===== config.mk =====
export PLATFORM = sky130hd
export DESIGN_NAME = lb_gpio_ctrl
export DESIGN_NICKNAME = d
export VERILOG_FILES = /design/src/rtl/lb_gpio_ctrl.sv
export SDC_FILE = /design/constraint.sdc
export NUM_CORES = 1
export LEC_CHECK = 0
export CAP_MARGIN = 15
export CORE_UTILIZATION = 40
export DETAILED_ROUTE_END_ITERATION = 10
export DONT_BUFFER_PORTS = 1
export GPL_TIMING_DRIVEN = 0
export SLEW_MARGIN = 20
export SYNTH_ARGS = -nofsm -noshare
export SYNTH_HDL_FRONTEND = slang
export SYNTH_SLANG_ARGS = --single-unit

===== constraint.sdc =====
create_clock -name clk_lb -period 4.3 [get_ports clk_lb]
set_input_delay 1.29 -clock clk_lb [delete_from_list [all_inputs] [get_ports clk_lb]]
set_output_delay 1.29 -clock clk_lb [all_outputs]
set_load 0.005 [all_outputs]

===== src/rtl/lb_gpio_ctrl.sv =====
// lb_gpio_ctrl: local-bus GPIO slave. It synchronizes and debounces the push-buttons,
// synchronizes the switches, latches button press events, and drives the LEDs and the
// LED-counter controls. Read data is zero when this block is not responding, so the
// top level can OR it with other slaves on the same bus.
module lb_gpio_ctrl #(
  parameter int unsigned DEBOUNCE_CYCLES = 1000000,
  parameter logic [31:0] ID_VALUE        = 32'h4750_4901
) (
  input  logic        clk_lb,
  input  logic        reset_n,
  input  logic        lb_wr,
  input  logic        lb_rd,
  input  logic [31:0] lb_addr,
  input  logic [31:0] lb_wr_d,
  output logic [31:0] lb_rd_d,
  output logic        lb_rd_rdy,
  input  logic [4:0]  btn_in,
  input  logic [7:0]  sw_in,
  input  logic [7:0]  led_cnt_in,
  output logic [7:0]  led,
  output logic        cnt_reset,
  output logic        cnt_pause
);

  localparam int unsigned N_BTN = 5;
  localparam int unsigned N_SW  = 8;
  localparam int unsigned CNT_W = $clog2(DEBOUNCE_CYCLES);
  localparam logic [CNT_W-1:0] CNT_MAX = CNT_W'(DEBOUNCE_CYCLES - 1);

  localparam logic [7:0] ADDR_ID     = 8'h80;
  localparam logic [7:0] ADDR_STATUS = 8'h84;
  localparam logic [7:0] ADDR_EDGE   = 8'h88;
  localparam logic [7:0] ADDR_CTRL   = 8'h8C;

  // Button order is {d,u,r,l,c}: centre is bit 0, up is bit 3.
  localparam int unsigned BTN_C = 0;
  localparam int unsigned BTN_U = 3;

  logic [N_BTN-1:0] r_btn_s1, r_btn_s2, r_btn_db, r_edge;
  logic [N_SW-1:0]  r_sw_s1, r_sw_s2;
  logic [CNT_W-1:0] r_cnt [N_BTN];
  logic [2:0]       r_ctrl_flags;   // {sw_cnt_pause, sw_cnt_reset, led_override}
  logic [7:0]       r_led_val;
  logic [31:0]      r_rd_d;
  logic             r_rd_rdy;
  logic [7:0]       r_led;
  logic             r_cnt_reset, r_cnt_pause;

  logic [N_BTN-1:0] w_db_next, w_edge_rise, w_edge_clr;
  logic [CNT_W-1:0] w_cnt_next [N_BTN];
  logic [7:0]       w_addr;
  logic             w_wr_edge, w_wr_ctrl, w_rd_hit;
  logic [31:0]      w_rd_data;
  logic             w_unused;

  assign w_addr    = lb_addr[7:0];
  assign w_wr_edge = lb_wr && (w_addr == ADDR_EDGE);
  assign w_wr_ctrl = lb_wr && (w_addr == ADDR_CTRL);
  assign w_unused  = ^{lb_addr[31:8], lb_wr_d[31:16], lb_wr_d[7:5]};

  // Two-flop synchronizers for the asynchronous buttons and switches.
  always_ff @(posedge clk_lb or negedge reset_n) begin
    if (!reset_n) begin
      r_btn_s1 <= '0;
      r_btn_s2 <= '0;
      r_sw_s1  <= '0;
      r_sw_s2  <= '0;
    end else begin
      r_btn_s1 <= btn_in;
      r_btn_s2 <= r_btn_s1;
      r_sw_s1  <= sw_in;
      r_sw_s2  <= r_sw_s1;
    end
  end

  // Debounce: count while the synced value disagrees, accept it once the count saturates.
  always_comb begin
    w_db_next = r_btn_db;
    for (int unsigned i = 0; i < N_BTN; i++) begin
      w_cnt_next[i] = '0;
      if (r_btn_s2[i] != r_btn_db[i]) begin
        if (r_cnt[i] == CNT_MAX) w_db_next[i] = r_btn_s2[i];
        else                     w_cnt_next[i] = r_cnt[i] + CNT_W'(1);
      end
    end
  end

  // Debounced state and counters.
  always_ff @(posedge clk_lb or negedge reset_n) begin
    if (!reset_n) begin
      r_btn_db <= '0;
      for (int unsigned i = 0; i < N_BTN; i++) r_cnt[i] <= '0;
    end else begin
      r_btn_db <= w_db_next;
      for (int unsigned i = 0; i < N_BTN; i++) r_cnt[i] <= w_cnt_next[i];
    end
  end

  assign w_edge_rise = w_db_next & ~r_btn_db;
  assign w_edge_clr  = w_wr_edge ? lb_wr_d[N_BTN-1:0] : '0;

  // Sticky press flags: W1C, a new rising edge wins over a same-cycle clear.
  always_ff @(posedge clk_lb or negedge reset_n) begin
    if (!reset_n) r_edge <= '0;
    else          r_edge <= (r_edge & ~w_edge_clr) | w_edge_rise;
  end

  // Control register.
  always_ff @(posedge clk_lb or negedge reset_n) begin
    if (!reset_n) begin
      r_ctrl_flags <= '0;
      r_led_val    <= '0;
    end else if (w_wr_ctrl) begin
      r_ctrl_flags <= lb_wr_d[2:0];
      r_led_val    <= lb_wr_d[15:8];
    end
  end

  // Read mux; undecoded addresses do not respond.
  always_comb begin
    w_rd_hit  = 1'b1;
    w_rd_data = '0;
    case (w_addr)
      ADDR_ID:     w_rd_data = ID_VALUE;
      ADDR_STATUS: w_rd_data = {16'h0, r_sw_s2, 3'b0, r_btn_db};
      ADDR_EDGE:   w_rd_data = {27'h0, r_edge};
      ADDR_CTRL:   w_rd_data = {16'h0, r_led_val, 5'h0, r_ctrl_flags};
      default:     w_rd_hit  = 1'b0;
    endcase
  end

  // Registered read response, zero when idle.
  always_ff @(posedge clk_lb or negedge reset_n) begin
    if (!reset_n) begin
      r_rd_rdy <= 1'b0;
      r_rd_d   <= '0;
    end else begin
      r_rd_rdy <= lb_rd && w_rd_hit;
      r_rd_d   <= (lb_rd && w_rd_hit) ? w_rd_data : '0;
    end
  end

  // Registered LED and LED-counter controls.
  always_ff @(posedge clk_lb or negedge reset_n) begin
    if (!reset_n) begin
      r_led       <= '0;
      r_cnt_reset <= 1'b0;
      r_cnt_pause <= 1'b0;
    end else begin
      r_led       <= r_ctrl_flags[0] ? r_led_val : led_cnt_in;
      r_cnt_reset <= r_btn_db[BTN_C] | r_ctrl_flags[1];
      r_cnt_pause <= r_btn_db[BTN_U] | r_ctrl_flags[2];
    end
  end

  assign lb_rd_d   = r_rd_d;
  assign lb_rd_rdy = r_rd_rdy;
  assign led       = r_led;
  assign cnt_reset = r_cnt_reset;
  assign cnt_pause = r_cnt_pause;

endmodule

# ---- Word level (Yosys, flattened, before mapping)
# Index checks and enable logic that the tools add are counted.
dict set report totals {
  inputBits 89
  elab_cells 73
  out_inout_bits 43
  reg_bits 190
}
dict set report classes {
  bitwise 7
  add_sub_neg 5
  eq_ne 14
  n_reduce_logical 4
  mux 25
}
# cell n
set op_table {}
lappend op_table {{two-way mux 20 bit} 10}
lappend op_table {{one-hot mux 31 bit (4 select lines)} 1}
lappend op_table {{adder 20 x 1 -> 20 bit (second input constant)} 5}
lappend op_table {{equality test 20 bit (second input constant)} 5}
lappend op_table {{equality test 8 bit (second input constant)} 4}
lappend op_table {{two-way mux 32 bit} 1}
lappend op_table {{two-way mux 1 bit} 11}
lappend op_table {{bitwise AND 5 bit} 2}
lappend op_table {{inverter 5 bit} 2}
lappend op_table {{two-way mux 8 bit} 1}
lappend op_table {{two-way mux 5 bit} 1}
lappend op_table {{inequality test 1 bit} 5}
lappend op_table {{OR 5 bit} 1}
lappend op_table {{OR reduction 4 bit} 1}
lappend op_table {{logical AND 1 bit} 3}
lappend op_table {{OR 1 bit} 2}

# ---- Longest topological paths before layout
# Gate-level depths: netlist of run 1.
dict set report depth {
  word_depth 6
  depth_mapped 6
  mapped_depth_nobuf 6
}

# ---- Worst setup path before layout of run 1
# OpenSTA, ideal clock, no wires.
dict set report synth_timing {
  path_kind {input -> register}
  start {in lb_addr[1]}
  end {reg r_edge[0]}
  arrival_time_ns 2.654
  path_stages 4
  slack_ns 1.524
  path_cell_list {or4_1 -> nor4b_1 -> nand2_1 -> a32o_1}
}
dict set report synth_between {
  elab_chain_cells 6
}
# element line_no
set synth_lines {}
lappend synth_lines {{start: declaration} 13} ;# input logic [31:0] lb_addr,
lappend synth_lines {{equality test 8 bit} 57} ;# assign w_wr_edge = lb_wr && (w_addr == ADDR_EDGE);
lappend synth_lines {{logical AND 1 bit} 57}
lappend synth_lines {{two-way mux 5 bit} 100} ;# assign w_edge_clr = w_wr_edge ? lb_wr_d[N_BTN-1:0] : '0;
lappend synth_lines {{inverter 5 bit} 105} ;# else r_edge <= (r_edge & ~w_edge_clr) | w_edge_rise;
lappend synth_lines {{bitwise AND 5 bit} 105}
lappend synth_lines {{OR 5 bit} 105}
lappend synth_lines {{end signal: assignment} 105}
lappend synth_lines {{end: declaration} 39} ;# logic [N_BTN-1:0] r_btn_s1, r_btn_s2, r_btn_db, r_edge;
# Every way passes these cells.
# A chain may end at the register's enable or synchronous reset.

# ---- Worst setup path in the final report of run 1
dict set report layout_timing {
  start {in lb_addr[1]}
  end {reg r_led_val[5]}
}
dict set report layout_between {
  elab_chain_cells 2
}
# element line_no
set layout_lines {}
lappend layout_lines {{equality test 8 bit} 58} ;# assign w_wr_ctrl = lb_wr && (w_addr == ADDR_CTRL);
lappend layout_lines {{logical AND 1 bit} 58}
lappend layout_lines {{end signal: assignment} 115} ;# r_led_val <= lb_wr_d[15:8];
lappend layout_lines {{end: declaration} 43} ;# logic [7:0] r_led_val;
# Every way passes these cells.

==> results of run 1 <==
stage by stage:
step | total power [W] | instances | cell area (sq um) | utilization (%)
after global placement | 0.00180 | 955 | 8010 | 42.7
after global routing | 0.00348 | 985 | 8630 | 46.0
after CTS | 0.00340 | 985 | 8630 | 46.0
after detailed placement | 0.00180 | 956 | 8020 | 42.7
after floorplan | 0.00177 | 721 | 7720 | -
final | 0.00337 | 985 | 8630 | 46.0
critical path, cell delays in order:
cell,delay [ns]
or4_1,0.59
nor2_1,0.16
nand4_1,0.14
clkbuf_1,0.37
mux2_2,0.38
flip-flops by register name, summed over array words and instances, names as in the netlist:
register and flops:
r_btn_s2 5, r_sw_s1 8, r_led_val 8, r_edge 5, r_btn_s1 5, r_ctrl_flags 3
lb_rd_d 14, cnt_pause 1, r_cnt 100, cnt_reset 1, r_btn_db 5, r_sw_s2 8
lb_rd_rdy 1, led 8
layout by cell type (no fill, tap or decap), types with 5 or more instances in the layout:
cell type and count:
and2_1 5, conb_1 13, a21oi_1 24, nand2_1 33
buf_4 18, dfrtp_1 172, nand4_1 26, nor3_1 19
ha_1 5, a32o_1 5, o31ai_1 10, mux2i_1 8
xnor2_1 43, nand3_1 39, nor2_1 95, o21ai_0 12
or4_1 16, clkbuf_1 14, clkbuf_16 17, inv_1 27
xor2_1 29, mux2_2 26, or3_1 12, nor4_1 19
and3_1 7
kinds of logic (layout without fill, tap and decap cells):
kind of cell	after synthesis	in the layout	synth area share [%]
AOI/OAI and AO/OA	65	65	5.61
xor gates and xnor gates	72	72	8.22
adders and majority gates	5	5	0.815
buffers and inverters	61	91	4.09
DFF	172	172	56.1
muxes	34	34	4.86
other	1	13	0.0489
and+or+nand+nor	299	299	20.3
per-layer routing:
metal | wire [microns] | vias to the layer above | share of wire [%] | global-route usage (%)
li1 | - | 2525 | - | -
met1 | 7260 | 2613 | 46 | 22.0
met2 | 7590 | 117 | 48 | 28.1
met3 | 782 | 16 | 4.9 | 4.58
met4 | 206 | 0 | 1.3 | 5.66
met5 | 0 | - | 0 | 0
where the power goes:
group          internal [W]  switching [W]
logic             0.0000406      0.0000506
registers           0.00165      0.0000283
clock network      0.000993       0.000601
final cells by class:
cell class | instances | area (sq um)
multi-input combinational | 488 | 3110
inverter | 27 | 101
tap | 234 | 293
timing repair buffer | 1 | 5.00
clock inverter | 7 | 140
sequential | 172 | 4300
clock buffer | 22 | 464
fill | 1744 | 10100
buffer | 34 | 213
path summary, 6_finish.rpt:
kind	startpoint	end	slack, ns	cells after the start
setup reg to reg	r_cnt[20]	r_cnt[33]	1.97	6
setup / recovery	lb_addr[1]	r_led_val[5]	1.67	5
min in group asynchronous	reset_n	r_cnt[11]	0.58	0
hold reg to reg	r_sw_s1[2]	r_sw_s2[2]	0.35	0
max in group asynchronous	reset_n	r_cnt[90]	3.41	0
hold / removal	r_sw_s1[2]	r_sw_s2[2]	0.35	0
==> impl_summary.txt, run 1 <==
----------------------------------------------------
[Power]
  Cell leakage power ... around 3.6 nW
  Areal power density over the cells ... 390 nW/um^2
  Maximum resistive drop on vdd ... 0.268 mV

[CTS]
  Number of levels in the clock H-tree ... 4
  Clock tree from TritonCTS ... done
  Maximum clock path buffer count ... 2
  Insertion delay of the later-clocked pin in the worst-skew pair ... roughly 0.42 ns
  Clock sinks ... between 150 and 200
  CTS Hold Buffers Added ... 0
  CTS clk-pin slew, worst paths ... 0.06 ns
  Number of clock buffers inserted by TritonCTS ... 17
  Post-cts gate resize count ... 0
  Buffer cell driving the clock tree root ... clkbuf_16
  Post CTS Setup Buffer Count ... 0

[Synthesis]
  Most numerous cell types in the synthesized netlist ... dfrtp_1, nor2_1, xnor2_1, nand3_1, nand2_1
  Async set or reset register ratio after synthesis ... 100%
  Synth area leader ... dfrtp_1
  Largest cells by area after synthesis ... dfrtp_1, xnor2_1, nor2_1, mux2_2, xor2_1
  Sequential area share after synthesis ... a little under three fifths
  Count of flip-flops with a built-in enable after synthesis ... 0
  Flip-flop and latch count after synthesis ... approximately 170
  Average instance area after synthesis ... between 10 and 15 sq um
  Fraction of post-synthesis cell area in the top cell type by area ... 56.1%
  Gate count of the mapped netlist ... 709
  Total number of yosys warnings ... 0
  Predominant post-synthesis flop cell ... dfrtp_1
  Most frequently used cell type in the post-synthesis netlist ... dfrtp_1
  Summed instance area of the synthesized netlist ... approximately 7700 sq um
  Unique cell type count in the Yosys netlist ... 49

[Setup path]
  Arr. time, crit path ... between 2 and 3 ns
  Setup Crit Path Kind ... input pin to register
  CP Data Required Time ... between 4 and 5 ns
  Kind of end point of the critical path ... register
  Maximum fanout along the worst path ... 10
  Startpoint kind of the worst setup timing path ... input pin

[GRT]
  Vias in the first global route ... approximately 5400
  Maximum number of pins on one net before global-route repair ... ~170
  Initial antenna violation count ... 0
  Grt ovf ... 0
  Global-route total usage across every layer ... 17.1%
  Wire length of the first global-routing pass ... between 20 and 30 mm

[Layout]
  Share of final-layout standard cells stronger than drive strength 1 ... approximately an eighth
  Net count reported at finish ... roughly 840
  Relative area change from synthesis to final layout ... 12.4%
  Diodes inserted ... 0

[Timing]
  Measured slew at the worst slew-check pin ... around 0.74 ns
  Final setup viols ... 0
  Number of pins exceeding their max-slew limit in the final report ... 0
  Worst slack on hold paths ... approximately 0.35 ns
  Layout Skew ... about 0.009 ns
  Final setup slack of the worst path ... ~1.7 ns
  Setup repair after global routing missed its margin ... no
  Period utilisation layout ... 61.1%
  Setup tns final ... 0 ns
  Achievable Freq ... 381 MHz
  Slew Limit Headroom ... roughly 50%
  Fin crit period ... approximately 2.6 ns
  Final Hold Vio Count ... 0

[Placement]
  RePlAce Congestion ... slightly above 0.8
  Estimated wirelength of the detail-placed design ... 10.9 mm
  Buffers added on ports ... 0
  Placement-stage worst setup slack ... 1.22 ns

[Drt]
  Number of antenna-violating nets in the routed design ... 0
  Number of detailed-routing iterations run before antenna repair ... 6
  DR vias/cell ... approximately 5.4
  Remaining DRCs ... 0
  Via count ... approximately 5300
  Drt initial violations ... slightly below 300
  Post-DR wirelength/cell ... about 16 microns
  Wire length reported by the detailed router ... between 15 and 20 mm

[Die]
  Width of the die ... between 100 and 150 microns
  Core box area ... around 19000 sq um
  Starting density of the core ... between 40% and 50%
  I/O pin total ... roughly 130
  Number of rows in the core area ... 50
  Vert. Die Dim ... 141 microns
  Full die area ... between 15000 and 20000 sq um

[Status]
  Result of the run ... finished clean

[Hold path]
  Path class of the lowest-slack min-delay path ... register to register

[Flow run]
  Count of max-cap constraint violations ... 0

----------------------------------------------------
Power figures use the tool's default switching activity.
==> inputs of run 2 (changes only) <==
Clock period 4.3 ns to 2.26 ns, I/O delays scaled along.
==> run 2 against run 1 <==
Compared with the run above: critical endpoint is now r_btn_db[1]; non-clock buffer count increased by 4; core utilization increased by 0.29 points; largest power group unchanged; power grew 90%; the flow now finishes with violations (hold timing); sequential power up 90%; flip-flop and latch count unchanged; clock skew rose by 0.0018 ns; wire length is essentially flat; critical path depth is 1 lower; setup slack worse by 1.6 ns; register-to-register slack lost 1.9 ns.
==> impl_summary.txt, run 2 (synthesis gave the netlist of run 1 again) <==
----------------------------------------------------
[Timing]
  Setup repair after global routing missed its margin ... no
  Slew Limit Headroom ... 52.9% (+2.4 points)
  Final Hold Vio Count ... 16 (+16)
  Period utilisation layout ... between 90% and 100%
  Setup tns final ... 0 ns (unchanged)
  Final setup viols ... 0 (unchanged)
  Number of pins exceeding their max-slew limit in the final report ... 0 (unchanged)
  Measured slew at the worst slew-check pin ... 0.707 ns (-0.0311 ns)
  Layout Skew ... 0.0110 ns (+0.00176 ns)
  Fin crit period ... ~2.2 ns
  Achievable Freq ... 462 MHz
  Worst slack on hold paths ... -0.0319 ns (-0.379 ns)

[Die]
  I/O pin total ... 132 (unchanged)
  Core box area ... 18800 sq um (unchanged)
  Width of the die ... 141 microns (unchanged)
  Starting density of the core ... 40.9% (unchanged)
  Full die area ... 19700 sq um (unchanged)
  Vert. Die Dim ... 141 microns (unchanged)
  Number of rows in the core area ... 50 (unchanged)

[Flow run]
  Count of max-cap constraint violations ... 0 (unchanged)

[GRT]
  Maximum number of pins on one net before global-route repair ... 173 (unchanged)
  Wire length of the first global-routing pass ... 26.7 mm (+0.23%)
  Most used routing layer ... met2
  Global routing usage on met2 ... 28.2% (+0.16 points)
  Vias in the first global route ... 5402 (+0.17%)
  GR Layer Usage met3 ... 4.58% (unchanged)
  Global-route track usage on met1 ... 22.0% (unchanged)
  Global-route total usage across every layer ... 17.2% (+0.045 points)
  Grt ovf ... 0 (unchanged)
  Initial antenna violation count ... 0 (unchanged)

[Drt]
  Via count ... 5304 (+0.63%)
  Number of antenna-violating nets in the routed design ... 0 (unchanged)
  Post-DR wirelength/cell ... 16.0 microns (-0.33%)
  Remaining DRCs ... 0 (unchanged)
  Number of detailed-routing iterations run before antenna repair ... 4 (-2)
  Drt initial violations ... 302 (+4.1%)
  DR vias/cell ... 5.36 (+0.22%)
  Wire length reported by the detailed router ... 15.9 mm (about the same)

[Setup path]
  Maximum fanout along the worst path ... 5 (-5)
  Number of cells on the worst reg-to-reg path ... 4 (-2)
  CP Data Required Time ... 2.56 ns (-2.04 ns)
  Count of cell instances traversed by the critical path ... 4 (-1)
  Startpoint kind of the worst setup timing path ... register
  Top delay family on crit path ... simple AND/OR/NAND/NOR gates
  Setup Crit Path Kind ... register to register
  Buffers plus inverters on the worst setup path ... 0 (-1)
  Kind of end point of the critical path ... register
  Worst path slowest cell ... or4_4
  Arr. time, crit path ... 2.47 ns (-0.46 ns)
  Ordered cell list for the critical path ... or4b_1 > or4_4 > nor2_1 > mux2_2
  Biggest cell delay along the critical path ... 0.58 ns (about the same)

[Power]
  Cell leakage power ... 3.63 nW (+0.91%)
  Power Total ... 0.00641 W (+90%)
  Maximum resistive drop on vdd ... 0.507 mV (+89%)
  Areal power density over the cells ... 738 nW/um^2 (+89%)

[Layout]
  Max reg flops ... 100 (unchanged)
  Most frequent cells in the layout ... dfrtp_1, nor2_1, xnor2_1
  Final cell count without fillers ... 989 (+0.41%)
  Most common library cell in the layout ignoring fill and taps ... dfrtp_1
  Share of final-layout standard cells stronger than drive strength 1 ... 13.0% (+1.3 points)
  Reg with most FFs ... r_cnt
  Diodes inserted ... 0 (unchanged)
  Net count reported at finish ... 839 (+0.48%)
  Relative area change from synthesis to final layout ... 13.1%

[Placement]
  Placed instance count ... 956 (unchanged)
  Buffers added on ports ... 0 (unchanged)
  Estimated wirelength of the detail-placed design ... 10.9 mm (unchanged)
  RePlAce Congestion ... 0.828 (unchanged)

[CTS]
  Maximum clock path buffer count ... 2 (unchanged)
  CTS clk-pin slew, worst paths ... 0.06 ns (about the same)
  Buffer cell driving the clock tree root ... clkbuf_16
  Clock tree from TritonCTS ... done
  Clock sinks ... 172 (unchanged)
  Number of levels in the clock H-tree ... 4 (unchanged)
  Number of clock buffers inserted by TritonCTS ... 17 (unchanged)
  Insertion delay of the later-clocked pin in the worst-skew pair ... 0.42 ns (about the same)

[Status]
  Violated checks ... hold timing
  Result of the run ... finished, violations left

[Hold path]
  Path class of the lowest-slack min-delay path ... input pin to asynchronous set/reset pin

----------------------------------------------------
-- run 2: changes by cell type in the layout (fill, tap and decap cells not counted) --
cell	before	now
buf_4	18	23
clkbuf_1	14	11
clkbuf_2	0	2
nor2_1	95	94
nor2_2	0	1
o21ai_1	1	0
o21ai_2	0	1
o31ai_2	1	0
o31ai_4	0	1
or4_1	16	15
or4_4	2	3
-- run 2: where the power goes --
group | switching (W) | total [W] | internal [W]
combinational | 0.0000977 | 0.000182 | 0.0000838
clock | 0.00114 | 0.00303 | 0.00189
sequential | 0.0000531 | 0.00320 | 0.00314
total | 0.00129 | 0.00641 | 0.00512
-- run 2: worst register-to-register path: cells and delay by family (launching register included) --
kind | cells | cell delay (ns)
muxes | 1 | 0.35
and+or+nand+nor | 3 | 1.28
DFF | 1 | 0.42
-- run 2: final cells by class --
type / count / area [sq um]
plain buffers: 33 / 211
clock buffers: 22 / 464
clock inverters: 7 / 140
fillers: 1739 / 10100
inverters: 27 / 101
multi-input cells: 488 / 3130
flip-flops and latches: 172 / 4300
well taps: 234 / 293
repair buffers: 6 / 42.5
-- run 2: timing repair --
action                                  in CTS  in global routing
pin swaps                                    0                  2
endpoints found under the setup margin      10                 42
buffers inserted                             0                  5
hold endpoints to repair                   172                172
gates resized for setup                      1                  7
-- run 2: layer usage --
metal	wire length [microns]	share of wire, %	up-vias
li1	-	-	2530
met1	7190	45	2625
met2	7630	48	133
met3	834	5.3	16
met4	206	1.3	0
met5	0	0	-
-- run 2: path summary, 6_finish.rpt --
check,startpoint,endpoint,slack [ns]
max in group asynchronous,reset_n,r_cnt[33],1.96
max,r_cnt[72],r_btn_db[1],0.09
min reg2reg,r_sw_s1[2],r_sw_s2[2],0.35
min in group clk_lb,sw_in[6],r_sw_s1[6],0.28
min,reset_n,r_cnt[11],-0.03
max reg2reg,r_cnt[72],r_btn_db[1],0.09
-- run 2: per-stage QoR --
step,setup WS (ns),utilization [%],instance area [sq um],hold WS [ns]
2_1_floorplan,0.0964,-,7720,0.331
3_3_place_gp,-0.942,42.7,8010,0.333
3_5_place_dp,-0.207,42.7,8020,0.336
4_1_cts,0.00526,46.0,8640,-0.0598
5_1_grt,0.0337,46.3,8680,-0.0582
6_report,0.0933,46.3,8680,-0.0319
==> inputs of run 3 (changes only) <==
Clock period 2.26 ns to 2.5 ns, I/O delays scaled along.
==> run 3 against run 2 <==
Compared with the run above: the flow now finishes without violations; via count is 0.25% higher; combinational power down 14%; die area stayed put; sequential power decreased by 9.7%; first-iteration DRC count shrank 5.0%; maximum frequency shrank 2.9%; clock skew down 0.0017 ns; power shrank 9.6%; highest routed layer unchanged; clock-buffer cell count stayed put; final area is 0.53% lower; critical path depth is 2 higher; non-clock buffer count down 4.
==> impl_summary.txt, run 3 (synthesis gave the netlist of run 1 again) <==
----------------------------------------------------
[CTS]
  Post CTS Setup Buffer Count ... 0 (unchanged)
  Insertion delay of the later-clocked pin in the worst-skew pair ... 0.42 ns (about the same)
  Maximum clock path buffer count ... 2 (unchanged)
  Buffer cell driving the clock tree root ... clkbuf_16
  CTS Hold Buffers Added ... 0
  Clock tree from TritonCTS ... done
  Number of levels in the clock H-tree ... 4 (unchanged)
  Clock sinks ... 172 (unchanged)
  Number of clock buffers inserted by TritonCTS ... 17 (unchanged)
  CTS clk-pin slew, worst paths ... 0.06 ns (about the same)

[GRT]
  Wire length of the first global-routing pass ... 26.6 mm (-0.23%)
  Maximum number of pins on one net before global-route repair ... 173 (unchanged)
  Global-route total usage across every layer ... 17.1% (-0.045 points)
  Initial antenna violation count ... 0 (unchanged)
  Vias in the first global route ... 5393 (-0.17%)
  Grt ovf ... 0 (unchanged)

[Setup path]
  Startpoint kind of the worst setup timing path ... register
  Number of cells on the worst reg-to-reg path ... 6 (+2)
  Reg-to-Reg Start ... r_cnt[40]
  Kind of end point of the critical path ... register
  Biggest cell delay along the critical path ... 0.52 ns (-0.06 ns)
  Start point of the critical path ... r_cnt[40]
  Buffers plus inverters on the worst setup path ... 2 (+2)
  CP most frequent cell ... clkbuf_1
  CP Data Required Time ... 2.79 ns (+0.23 ns)
  Ordered cell list for the critical path ... ha_1 > clkbuf_1 > nand2_1 > o21ai_1 > clkbuf_1 > nor2_1
  Worst r2r dst ... r_cnt[49]
  Top delay family on crit path ... buffers and inverters
  Arr. time, crit path ... 2.52 ns (+0.05 ns)
  Setup Crit Path Kind ... register to register
  Endpoint of the worst setup timing path ... r_cnt[49]
  Worst path slowest cell ... o21ai_1
  Flop2flop setup slack ... 0.27 ns (+0.18 ns)
  Maximum fanout along the worst path ... 10 (+5)
  Count of cell instances traversed by the critical path ... 6 (+2)

[Drt]
  DR vias/cell ... 5.40 (+0.65%)
  Number of antenna-violating nets in the routed design ... 0 (unchanged)
  Number of detailed-routing iterations run before antenna repair ... 5 (+1)
  Post-DR wirelength/cell ... 16.2 microns (+0.76%)
  Remaining DRCs ... 0 (unchanged)
  Wire length reported by the detailed router ... 15.9 mm (+0.35%)
  Drt initial violations ... 287 (-5.0%)
  Via count ... 5317 (+0.25%)

[Layout]
  Final cell count without fillers ... 985 (-0.40%)
  Relative area change from synthesis to final layout ... 12.5%
  Diodes inserted ... 0 (unchanged)
  Net count reported at finish ... 835 (-0.48%)
  Most common library cell in the layout ignoring fill and taps ... dfrtp_1
  Most frequent cells in the layout ... dfrtp_1, nor2_1, xnor2_1
  Share of final-layout standard cells stronger than drive strength 1 ... 11.7% (-1.3 points)
  Max reg flops ... 100 (unchanged)
  Reg with most FFs ... r_cnt

[Die]
  Core box area ... 18800 sq um (unchanged)
  I/O pin total ... 132 (unchanged)
  Full die area ... 19700 sq um (unchanged)
  Width of the die ... 141 microns (unchanged)
  Number of rows in the core area ... 50 (unchanged)
  Starting density of the core ... 40.9% (unchanged)
  Vert. Die Dim ... 141 microns (unchanged)

[Timing]
  Final setup viols ... 0 (unchanged)
  Layout Skew ... 0.00932 ns (-0.00168 ns)
  Achievable Freq ... 448 MHz (-2.9%)
  Slew Limit Headroom ... 53.8% (+0.95 points)
  Measured slew at the worst slew-check pin ... 0.693 ns (-0.0143 ns)
  Final setup slack of the worst path ... 0.269 ns (+0.176 ns)
  Setup repair after global routing missed its margin ... no
  Worst slack on hold paths ... 0.0375 ns (+0.0694 ns)
  Fin crit period ... 2.23 ns (+0.0639 ns)
  Number of pins exceeding their max-slew limit in the final report ... 0 (unchanged)
  Period utilisation layout ... 89.2% (-6.6 points)
  Final Hold Vio Count ... 0 (-16)

[Power]
  Areal power density over the cells ... 671 nW/um^2 (-9.1%)
  Maximum resistive drop on vdd ... 0.461 mV (-9.1%)
  Cell leakage power ... 3.60 nW (-0.87%)

[Hold path]
  Path class of the lowest-slack min-delay path ... input pin to asynchronous set/reset pin

[Status]
  Result of the run ... finished clean

[Placement]
  Placement-stage worst setup slack ... -0.0386 ns (+0.168 ns)
  Buffers added on ports ... 0 (unchanged)
  Estimated wirelength of the detail-placed design ... 10.9 mm (unchanged)
  Placed instance count ... 956 (unchanged)
  RePlAce Congestion ... 0.828 (unchanged)

[Flow run]
  Count of max-cap constraint violations ... 0 (unchanged)

----------------------------------------------------
run 3: metrics by stage:
step                total power [W]  util (%)  instance area (sq um)  TNS, ns
floorplan                   0.00305         -                   7720        0
global placement            0.00309      42.7                   8010    -3.83
detailed placement          0.00310      42.7                   8020   -0.311
CTS                         0.00584      46.0                   8630        0
global route                0.00599      46.0                   8640        0
finish                      0.00579      46.0                   8640        0
run 3: cell type report:
type	instances	area, sq um
Clock buffer	22	464
Multi-Input combinational cell	488	3120
Sequential cell	172	4300
Fill cell	1743	10100
Inverter	27	101
Tap cell	234	293
Buffer	34	213
Clock inverter	7	140
Timing Repair Buffer	1	5.00
run 3: worst min path at each step:
stage / start / end / slack, ns
after detailed placement: r_sw_s1[2] / r_sw_s2[2] / 0.34
after global placement: r_sw_s1[1] / r_sw_s2[1] / 0.33
after CTS: reset_n / lb_rd_d[4] / 0.01
after floorplan: r_btn_s1[0] / r_btn_s2[0] / 0.33
final: reset_n / r_cnt[11] / 0.04
after global routing: reset_n / lb_rd_d[3] / 0.01
run 3: repair_timing:
action | in CTS | in global routing
resized for setup | 0 | 1
setup endpoints to repair | 0 | 2
hold endpoints to repair | 0 | 0
run 3: routing by layer:
layer / vias up / track usage [%] / share of wire, %
li1: 2526 / - / -
met1: 2639 / 22.0 / 46
met2: 130 / 28.1 / 48
met3: 22 / 4.58 / 5.2
met4: 0 / 5.66 / 1.4
met5: - / 0 / 0
run 3: power breakdown:
| group | switching (W) | total [W] | internal [W] |
|---|---|---|---|
| clock network | 0.00104 | 0.00275 | 0.00171 |
| registers | 0.0000483 | 0.00289 | 0.00284 |
| logic | 0.0000871 | 0.000157 | 0.0000702 |
